--- config.mk ---
export PLATFORM = sky130hd
export DESIGN_NAME = imm_ext_pipe
export DESIGN_NICKNAME = d
export VERILOG_FILES = /design/src/rtl/imm_ext_pipe.sv
export SDC_FILE = /design/constraint.sdc
export NUM_CORES = 1
export LEC_CHECK = 0
export CAP_MARGIN = 10
export CORE_MARGIN = 1.5
export CORE_UTILIZATION = 46
export CTS_BUF_LIST = sky130_fd_sc_hd__clkbuf_4
export DETAILED_ROUTE_END_ITERATION = 6
export HOLD_SLACK_MARGIN = 0.15
export MAX_ROUTING_LAYER = met4
export PLACE_DENSITY = 0.79
export RECOVER_POWER = 100
export SLEW_MARGIN = 5
export SYNTH_ARGS = -nofsm -noshare
export SYNTH_HDL_FRONTEND = slang
export SYNTH_SLANG_ARGS = --single-unit
--- constraint.sdc ---
create_clock -name clk -period 1.5 [get_ports clk]
set_clock_uncertainty 0.15 [all_clocks]
set_input_delay 0.375 -clock clk [delete_from_list [all_inputs] [get_ports clk]]
set_output_delay 0.375 -clock clk [all_outputs]
set_load 0.01 [all_outputs]
--- src/rtl/imm_ext_pipe.sv ---
// imm_ext_pipe
//   Pipelined immediate extender. It sits between decode and the D/E register.
//   The raw immediate is extended according to in_op and registered into an
//   output stage (M). A single skid register (S) catches one beat under
//   back-pressure, so in_ready is a flop and never depends combinationally on
//   out_ready.
//
//   Modes (in_op):
//     000 zero-extend
//     001 sign-extend
//     010 immediate in the top IN_W bits, low bits zero
//     011 sign-extend, then << 2 (branch offset)
//     100 zero-extend, then << 2 (jump offset)
//     1x1/110 illegal: zero-extend result, out_op_err = 1
//
// Ports
//   clk         rising-edge clock
//   reset       synchronous active-low reset
//   flush       synchronous pipeline flush; drops M, S and any same-cycle input
//   in_valid    input beat valid
//   in_ready    unit can accept a beat (registered)
//   in_imm      raw immediate, IN_W bits
//   in_op       extension mode, 3 bits
//   in_tag      sideband tag, passed through unchanged
//   out_valid   output beat valid
//   out_ready   downstream accepts the beat
//   out_data    extended result, OUT_W bits
//   out_tag     tag of the beat on out_data
//   out_op_err  beat on out_data came from an illegal in_op

module imm_ext_pipe #(
  parameter int IN_W  = 16,
  parameter int OUT_W = 32,
  parameter int TAG_W = 5
) (
  input  logic             clk,
  input  logic             reset,
  input  logic             flush,
  input  logic             in_valid,
  output logic             in_ready,
  input  logic [IN_W-1:0]  in_imm,
  input  logic [2:0]       in_op,
  input  logic [TAG_W-1:0] in_tag,
  output logic             out_valid,
  input  logic             out_ready,
  output logic [OUT_W-1:0] out_data,
  output logic [TAG_W-1:0] out_tag,
  output logic             out_op_err
);

  localparam int PAD_W = OUT_W - IN_W;

  // The shift modes need two spare bits above the immediate.
  if (OUT_W < IN_W + 2) begin : g_bad_width
    $error("imm_ext_pipe: OUT_W must be at least IN_W+2");
  end

  localparam logic [2:0] OP_ZERO = 3'b000;
  localparam logic [2:0] OP_SIGN = 3'b001;
  localparam logic [2:0] OP_HIGH = 3'b010;
  localparam logic [2:0] OP_BOFS = 3'b011;
  localparam logic [2:0] OP_JOFS = 3'b100;

  // Extension datapath
  logic [OUT_W-1:0] ext_zero;
  logic [OUT_W-1:0] ext_sign;
  logic [OUT_W-1:0] new_data;
  logic             new_err;

  assign ext_zero = {{PAD_W{1'b0}}, in_imm};
  assign ext_sign = {{PAD_W{in_imm[IN_W-1]}}, in_imm};

  always_comb begin
    new_data = ext_zero;
    new_err  = 1'b0;
    case (in_op)
      OP_ZERO: new_data = ext_zero;
      OP_SIGN: new_data = ext_sign;
      OP_HIGH: new_data = {in_imm, {PAD_W{1'b0}}};
      OP_BOFS: new_data = ext_sign << 2;
      OP_JOFS: new_data = ext_zero << 2;
      default: begin
        new_data = ext_zero;
        new_err  = 1'b1;
      end
    endcase
  end

  // Storage: main (M) and skid (S) registers
  logic             m_valid;
  logic [OUT_W-1:0] m_data;
  logic [TAG_W-1:0] m_tag;
  logic             m_err;

  logic             s_valid;
  logic [OUT_W-1:0] s_data;
  logic [TAG_W-1:0] s_tag;
  logic             s_err;

  logic             in_ready_q;

  // Control
  logic in_xfer;
  logic m_free;
  logic m_load_s;
  logic m_load_in;
  logic s_load_in;
  logic m_valid_nxt;
  logic s_valid_nxt;

  always_comb begin
    // Flush drops the same-cycle input even when in_ready is high.
    in_xfer     = in_valid && in_ready_q && !flush;
    // M can take a new beat when empty or when its beat leaves this edge.
    m_free      = !m_valid || out_ready;
    m_load_s    = m_free && s_valid;
    m_load_in   = m_free && !s_valid && in_xfer;
    // S takes the input when M is stalled, or (unreachable while in_ready
    // tracks !s_valid) when S is also draining into M.
    s_load_in   = in_xfer && (s_valid || !m_free);

    m_valid_nxt = m_valid;
    s_valid_nxt = s_valid;
    if (flush) begin
      m_valid_nxt = 1'b0;
      s_valid_nxt = 1'b0;
    end else begin
      if (m_free) begin
        m_valid_nxt = s_valid || in_xfer;
      end
      if (s_load_in) begin
        s_valid_nxt = 1'b1;
      end else if (m_free) begin
        s_valid_nxt = 1'b0;
      end
    end
  end

  always_ff @(posedge clk) begin
    if (!reset) begin
      m_valid    <= 1'b0;
      m_data     <= '0;
      m_tag      <= '0;
      m_err      <= 1'b0;
      s_valid    <= 1'b0;
      s_data     <= '0;
      s_tag      <= '0;
      s_err      <= 1'b0;
      in_ready_q <= 1'b0;
    end else begin
      m_valid    <= m_valid_nxt;
      s_valid    <= s_valid_nxt;
      in_ready_q <= !s_valid_nxt;

      if (m_load_s) begin
        m_data <= s_data;
        m_tag  <= s_tag;
        m_err  <= s_err;
      end else if (m_load_in) begin
        m_data <= new_data;
        m_tag  <= in_tag;
        m_err  <= new_err;
      end

      if (s_load_in) begin
        s_data <= new_data;
        s_tag  <= in_tag;
        s_err  <= new_err;
      end
    end
  end

  assign in_ready   = in_ready_q;
  assign out_valid  = m_valid;
  assign out_data   = m_data;
  assign out_tag    = m_tag;
  assign out_op_err = m_err;

endmodule

Yosys cells after proc, flatten, opt, wreduce, memory -nomap -nowiden
Cells that the tools add are included.

Logic and storage cells: 43. Input port bits: 29. Bits in registers: 79. Output and inout bits: 40.

Muxes and demuxes: 11. Bitwise logic cells: 1. Reductions and logical operators: 18. Equal/unequal tests: 4.

Operators by type and width (count): $pmux 32 s4 (1); $mux 32 (2); $mux 5 (2); $eq 3x2->1 const B (2); $logic_and 1x1->1 (6); $mux 1 (6); $logic_not 1->1 (5); $reduce_or 5->1 (1); $eq 3x1->1 const B (1); $eq 3x3->1 const B (1); $logic_not 3->1 (1); $logic_or 1x1->1 (3); $reduce_bool 2->1 (1); $reduce_or 2->1 (1); $not 1->1 (1).

Depth between registers and ports, before layout
Gate-level depths: netlist of the first run.

Word-level depth: 8. Depth in mapped cells: 7. Depth with buffers taken out: 4.

Worst setup path before layout of the first run
OpenSTA, ideal clock, no wires.

Path kind: input -> register. Start: input port in_op[1]. End: register m_data[14], in the netlist out_data[14]. Path slack: -0.123 ns. Setup time: 0.131 ns. Buffers on the path: 2. Stages: 6. Arrival: 1.342 ns. Data required time: 1.219 ns. Path through: buf_6 -> or2_1 -> buf_6 -> and3_2 -> a211oi_2 -> o311ai_1.

Word-level cells in the longest chain between the ends: 4. Elaborated cells between the ends (all ways): 7. Classes of those cells: eq/ne (4); mux (3).

RTL lines: start, declared (RTL line 42) `input logic [2:0] in_op,`; $eq 3x3->1, or another cell as far along (RTL line 76) `case (in_op)`; $pmux 32 s4 (*) (RTL line 76); $mux 32 (*) (RTL line 159) `end else if (m_load_in) begin`; $mux 32 (*) (RTL line 155) `if (m_load_s) begin`; end signal, assigned (RTL line 156) `m_data <= s_data;`; end signal, assigned (RTL line 160) `m_data <= new_data;`; end, declared (RTL line 91) `logic [OUT_W-1:0] m_data;`.

Every way passes the cells marked *; elsewhere a longest branch is shown, timed or not. The select of a mux whose other input is x is not followed. A chain may end at the register's enable or synchronous reset.

Worst setup path in the final report of the first run
Start: input port in_op[0]. End: register m_data[24], in the netlist out_data[24].

The elaborated chain is that of the path after synthesis.

==> results of run 1 <==
-- kinds of logic (layout without fill, tap and decap cells) --
kind of cell | count (synthesis) | after routing
multiplexers | 2 | 2
AND/OR/NAND/NOR | 175 | 175
flip-flops | 79 | 79
buffers and inverters | 51 | 169
AO/OA/AOI/OAI | 173 | 173
-- per-stage QoR --
step                      utilization, %  setup slack (ns)  setup TNS (ns)  instance area, um^2  instances
final                              69.53           -0.1706          -1.852                 5771        703
after global routing               69.53           -0.1856          -4.375                 5771        703
after CTS                          65.25          -0.04923         -0.5038                 5415        696
after detailed placement           61.69           -0.8883          -50.50                 5120        671
after global placement             61.69           -0.8142          -47.02                 5120        671
after floorplan                        -           -0.1004         -0.8954                 4013        480
-- state kept, by name, summed over array words and instances (netlist names) --
| signal | count |
|---|---|
| in_ready | 1 |
| out_valid | 1 |
| s_valid | 1 |
| s_tag | 5 |
| s_err | 1 |
| out_tag | 5 |
| out_data | 32 |
| out_op_err | 1 |
| s_data | 32 |
-- power by group through the flow --
| stage | sequential [W] | clock, W | combinational [W] |
|---|---|---|---|
| after floorplan | 0.00221 | 0 | 0.000324 |
| after global placement | 0.00220 | 0 | 0.000686 |
| after detailed placement | 0.00220 | 0 | 0.000698 |
| after CTS | 0.00216 | 0.00119 | 0.000741 |
| after global routing | 0.00217 | 0.00127 | 0.000849 |
| final | 0.00216 | 0.00118 | 0.000802 |
-- cells in the final DEF (no fill, tap or decap), types with 12 or more instances in the layout --
master / netlist / layout
sky130_fd_sc_hd__a21oi_1: 17 / 17
sky130_fd_sc_hd__buf_2: 17 / 38
sky130_fd_sc_hd__nor2_1: 14 / 12
sky130_fd_sc_hd__o21ai_1: 3 / 15
sky130_fd_sc_hd__nand4_1: 15 / 15
sky130_fd_sc_hd__buf_6: 3 / 17
sky130_fd_sc_hd__o21ai_0: 50 / 32
sky130_fd_sc_hd__nand3_1: 36 / 26
sky130_fd_sc_hd__buf_4: 8 / 56
sky130_fd_sc_hd__dfxtp_1: 79 / 39
sky130_fd_sc_hd__dfxtp_2: 0 / 39
sky130_fd_sc_hd__clkdlybuf4s50_1: 0 / 19
sky130_fd_sc_hd__a21boi_1: 4 / 29
sky130_fd_sc_hd__nand2_1: 80 / 70
sky130_fd_sc_hd__o221ai_1: 14 / 12
-- final timing paths --
check,from,end,slack [ns],cells past startpoint
hold / removal,reset,in_ready,0.20,3
hold reg to reg,out_data[25],out_data[25],0.31,2
setup reg to reg,in_ready,out_data[24],-0.09,5
setup / recovery,in_op[0],out_data[24],-0.17,6
-- layout make-up --
type	instances	area share (%)
clock buffers	10	1.301
well taps	105	2.277
repair buffers	150	23.31
multi-input cells	350	43.84
flip-flops and latches	79	28.32
inverters	3	0.1951
clock inverters	6	0.7589
-- repair_timing --
action                     CTS  global route
gates cloned                 3             5
hold endpoints to repair     0             0
hold buffers                 0             0
setup endpoints to repair  108            78
resized for setup          266            97
pin swaps                    9            22
buffers inserted             6             5
-- routing by layer --
metal | part of all wire, % | track usage [%] | vias up | wire [um]
li1 | - | - | 1984 | -
met1 | 41 | 35.50 | 2080 | 5390
met2 | 48 | 44.01 | 209 | 6437
met5 | 0 | - | - | 0
met4 | 3.7 | 11.64 | 0 | 487
met3 | 7.2 | 4.660 | 53 | 959
-- worst reg2reg max path, cell delays in order, from the launching register on --
cell and delay (ns):
sky130_fd_sc_hd__dfxtp_2 0.36, sky130_fd_sc_hd__and3b_2 0.26, sky130_fd_sc_hd__o21a_1 0.18, sky130_fd_sc_hd__buf_12 0.17, sky130_fd_sc_hd__o221ai_1 0.16, sky130_fd_sc_hd__a21boi_1 0.22
==> results.py, run 1 <==
metrics = {
    "logic_synthesis": {
        "netlist_instances": 480,
        "net_count_synth": 509,
        "synthMostInstantiatedCell": "sky130_fd_sc_hd__nand2_1",
        "muxShareOfSynthArea_pct": 0.5027,
        "synth_edf_count": 0,
        "xor_xnor_portion_of_the_synthesized_cell_area_pct": 0,
        "synth_top_family_by_area": "compound AO/OA/AOI/OAI gates",
        "ys_top_cells_by_count": "sky130_fd_sc_hd__nand2_1, sky130_fd_sc_hd__dfxtp_1, sky130_fd_sc_hd__o21ai_0",
        "synth.lib_cells_used.distinct": 52,
        "synth-compound-area-share_pct": 31.04,
        "synth_top_cell_by_area": "sky130_fd_sc_hd__dfxtp_1",
        "yosys.area_share.adder_pct": 0,
        "synth_flop_cell": "sky130_fd_sc_hd__dfxtp_1",
        "synth_sequential_area_ratio_pct": 39.71,
        "synthSimpleGateAreaFrac_pct": 21.17,
        "ys_ff_latch": 79,
        "yosysWarningCount": 0,
        "synth-async-reset-ratio_pct": 0,
        "share_of_yosys_cell_area_claimed_by_the_top_area_cell_type_pct": 39.71,
        "syn_avg_cell_area_um2": 8.297,
        "mappedNetlistArea_mm2": 0.003983,
        "synth_top_cells_by_area": "sky130_fd_sc_hd__dfxtp_1, sky130_fd_sc_hd__nand2_1, sky130_fd_sc_hd__o21ai_0",
    },
    "clock_network": {
        "htree_levels": 3,
        "cts-root-buf": "sky130_fd_sc_hd__clkbuf_4",
        "tritoncts": "yes",
        "clk-insertion-delay-late_ns": 0.46,
        "cts-root-to-sink-buffers": 2,
        "clkSinkCount": 79,
        "cts_made_buffers": 9,
        "clk_transition_reported_paths_ns": 0.15,
    },
    "power": {
        "power.net_switching_w": 0.001256,
        "clock_power_share_pct": 28.4,
        "p_int_w": 0.002886,
        "seq_power_share_pct": 52.2,
        "power.share.combinational_pct": 19.4,
        "power.share.switching_pct": 30.32,
        "fin_total_pwr_w": 0.004142,
        "leakage_power_figure_nw": 2.323,
        "total_power_per_unit_cell_area_mw_per_mm2": 717.7,
        "max_rail_drop_vdd_mv": 0.5773,
    },
    "setup_path": {
        "arrival_ns": 1.90,
        "critical_path_required_time_ns": 1.72,
        "critical_path_s_largest_stage_delay_ns": 0.41,
        "worstPathBufferInverterCount": 2,
        "critPathSlowestCell": "sky130_fd_sc_hd__o21ai_0",
        "category_of_the_worst_setup_path_capture_point": "register",
        "critPathKind": "input pin to register",
        "worst-path-max-fanout": 12,
        "path_delay_family": "compound AO/OA/AOI/OAI gates",
        "worstPathCellList": "clkdlybuf4s15_2 -> nand2b_1 -> buf_4 -> o21ai_0 -> o221ai_1 -> a21boi_1",
        "critical_path.startpoint_type": "input pin",
    },
    "sta": {
        "final_max_slew_viol_count": 0,
        "fmaxAchievable_mhz": 598.6,
        "max-slew-margin-rel_pct": 68.80,
        "fin_ws_ns": -0.1706,
        "holdWs_ns": 0.2006,
        "fin_crit_ns": 1.671,
        "layout_worst_path_cycle_share_pct": 111.4,
        "setup-violations-final": 36,
        "setup_repair_after_global_routing_missed_its_margin": "yes",
        "tightestPinTransition_ns": 0.4631,
        "hold_viol_final": 0,
    },
    "floorplan": {
        "fp.dieArea_mm2": 0.009225,
        "die-width_um": 96.05,
        "initial_utilization_pct": 47.99,
        "std_cell_rows": 33,
        "die_height_um": 96.05,
        "top_level_ports": 69,
        "fp.coreArea_mm2": 0.008299,
    },
    "outcome": {
        "violations": "negative setup slack",
        "run_status": "finished with violations",
    },
    "drt": {
        "vias_per_cell": 6.154,
        "wl_per_cell_um": 18.88,
        "initialDrtViolationCount": 352,
        "ant_nets": 0,
        "drt_drc_violations_left": 0,
        "wirelength_um": 13280,
        "drt-pass1-iter-count": 6,
        "routed-via-count": 4326,
    },
    "worst_hold_path": {
        "hp-class": "input pin to register",
    },
    "layout": {
        "post_route_cells_drive_above_1_share_pct": 43.81,
        "multi_input_area_mm2": 0.002530,
        "seqCellArea_mm2": 0.001634,
        "antenna_cells": 0,
        "num-fill-cells": 631,
        "num-nets-final": 622,
        "flow.area_growth_from_synthesis_pct": 44.89,
    },
    "placed_design": {
        "io_buffers": 68,
        "place_hpwl_um": 8133,
        "place_congestion": 1.026,
    },
    "global_route": {
        "grt_first_pass_wirelength_um": 19110,
        "globalRouteOverflowTotal": 0,
        "initial_antenna_violation_count": 0,
        "track_usage_pct": 27.97,
        "grt_max_degree": 38,
        "vias_in_the_first_global_route": 3905,
    },
    "run": {
        "cap_viol_max_count": 0,
    },
}
No activity file was read; power rests on OpenSTA's default activity.
==> inputs of run 2 (changes only) <==
--- a/config.mk
+++ b/config.mk
@@ -5,7 +5,7 @@
 export SDC_FILE = /design/constraint.sdc
 export NUM_CORES = 1
 export LEC_CHECK = 0
-export CAP_MARGIN = 10
+export CAP_MARGIN = 20
 export CORE_MARGIN = 1.5
 export CORE_UTILIZATION = 46
 export CTS_BUF_LIST = sky130_fd_sc_hd__clkbuf_4
==> results of run 2 <==
Final layout, timing and power as in run 1 (identical DEF).
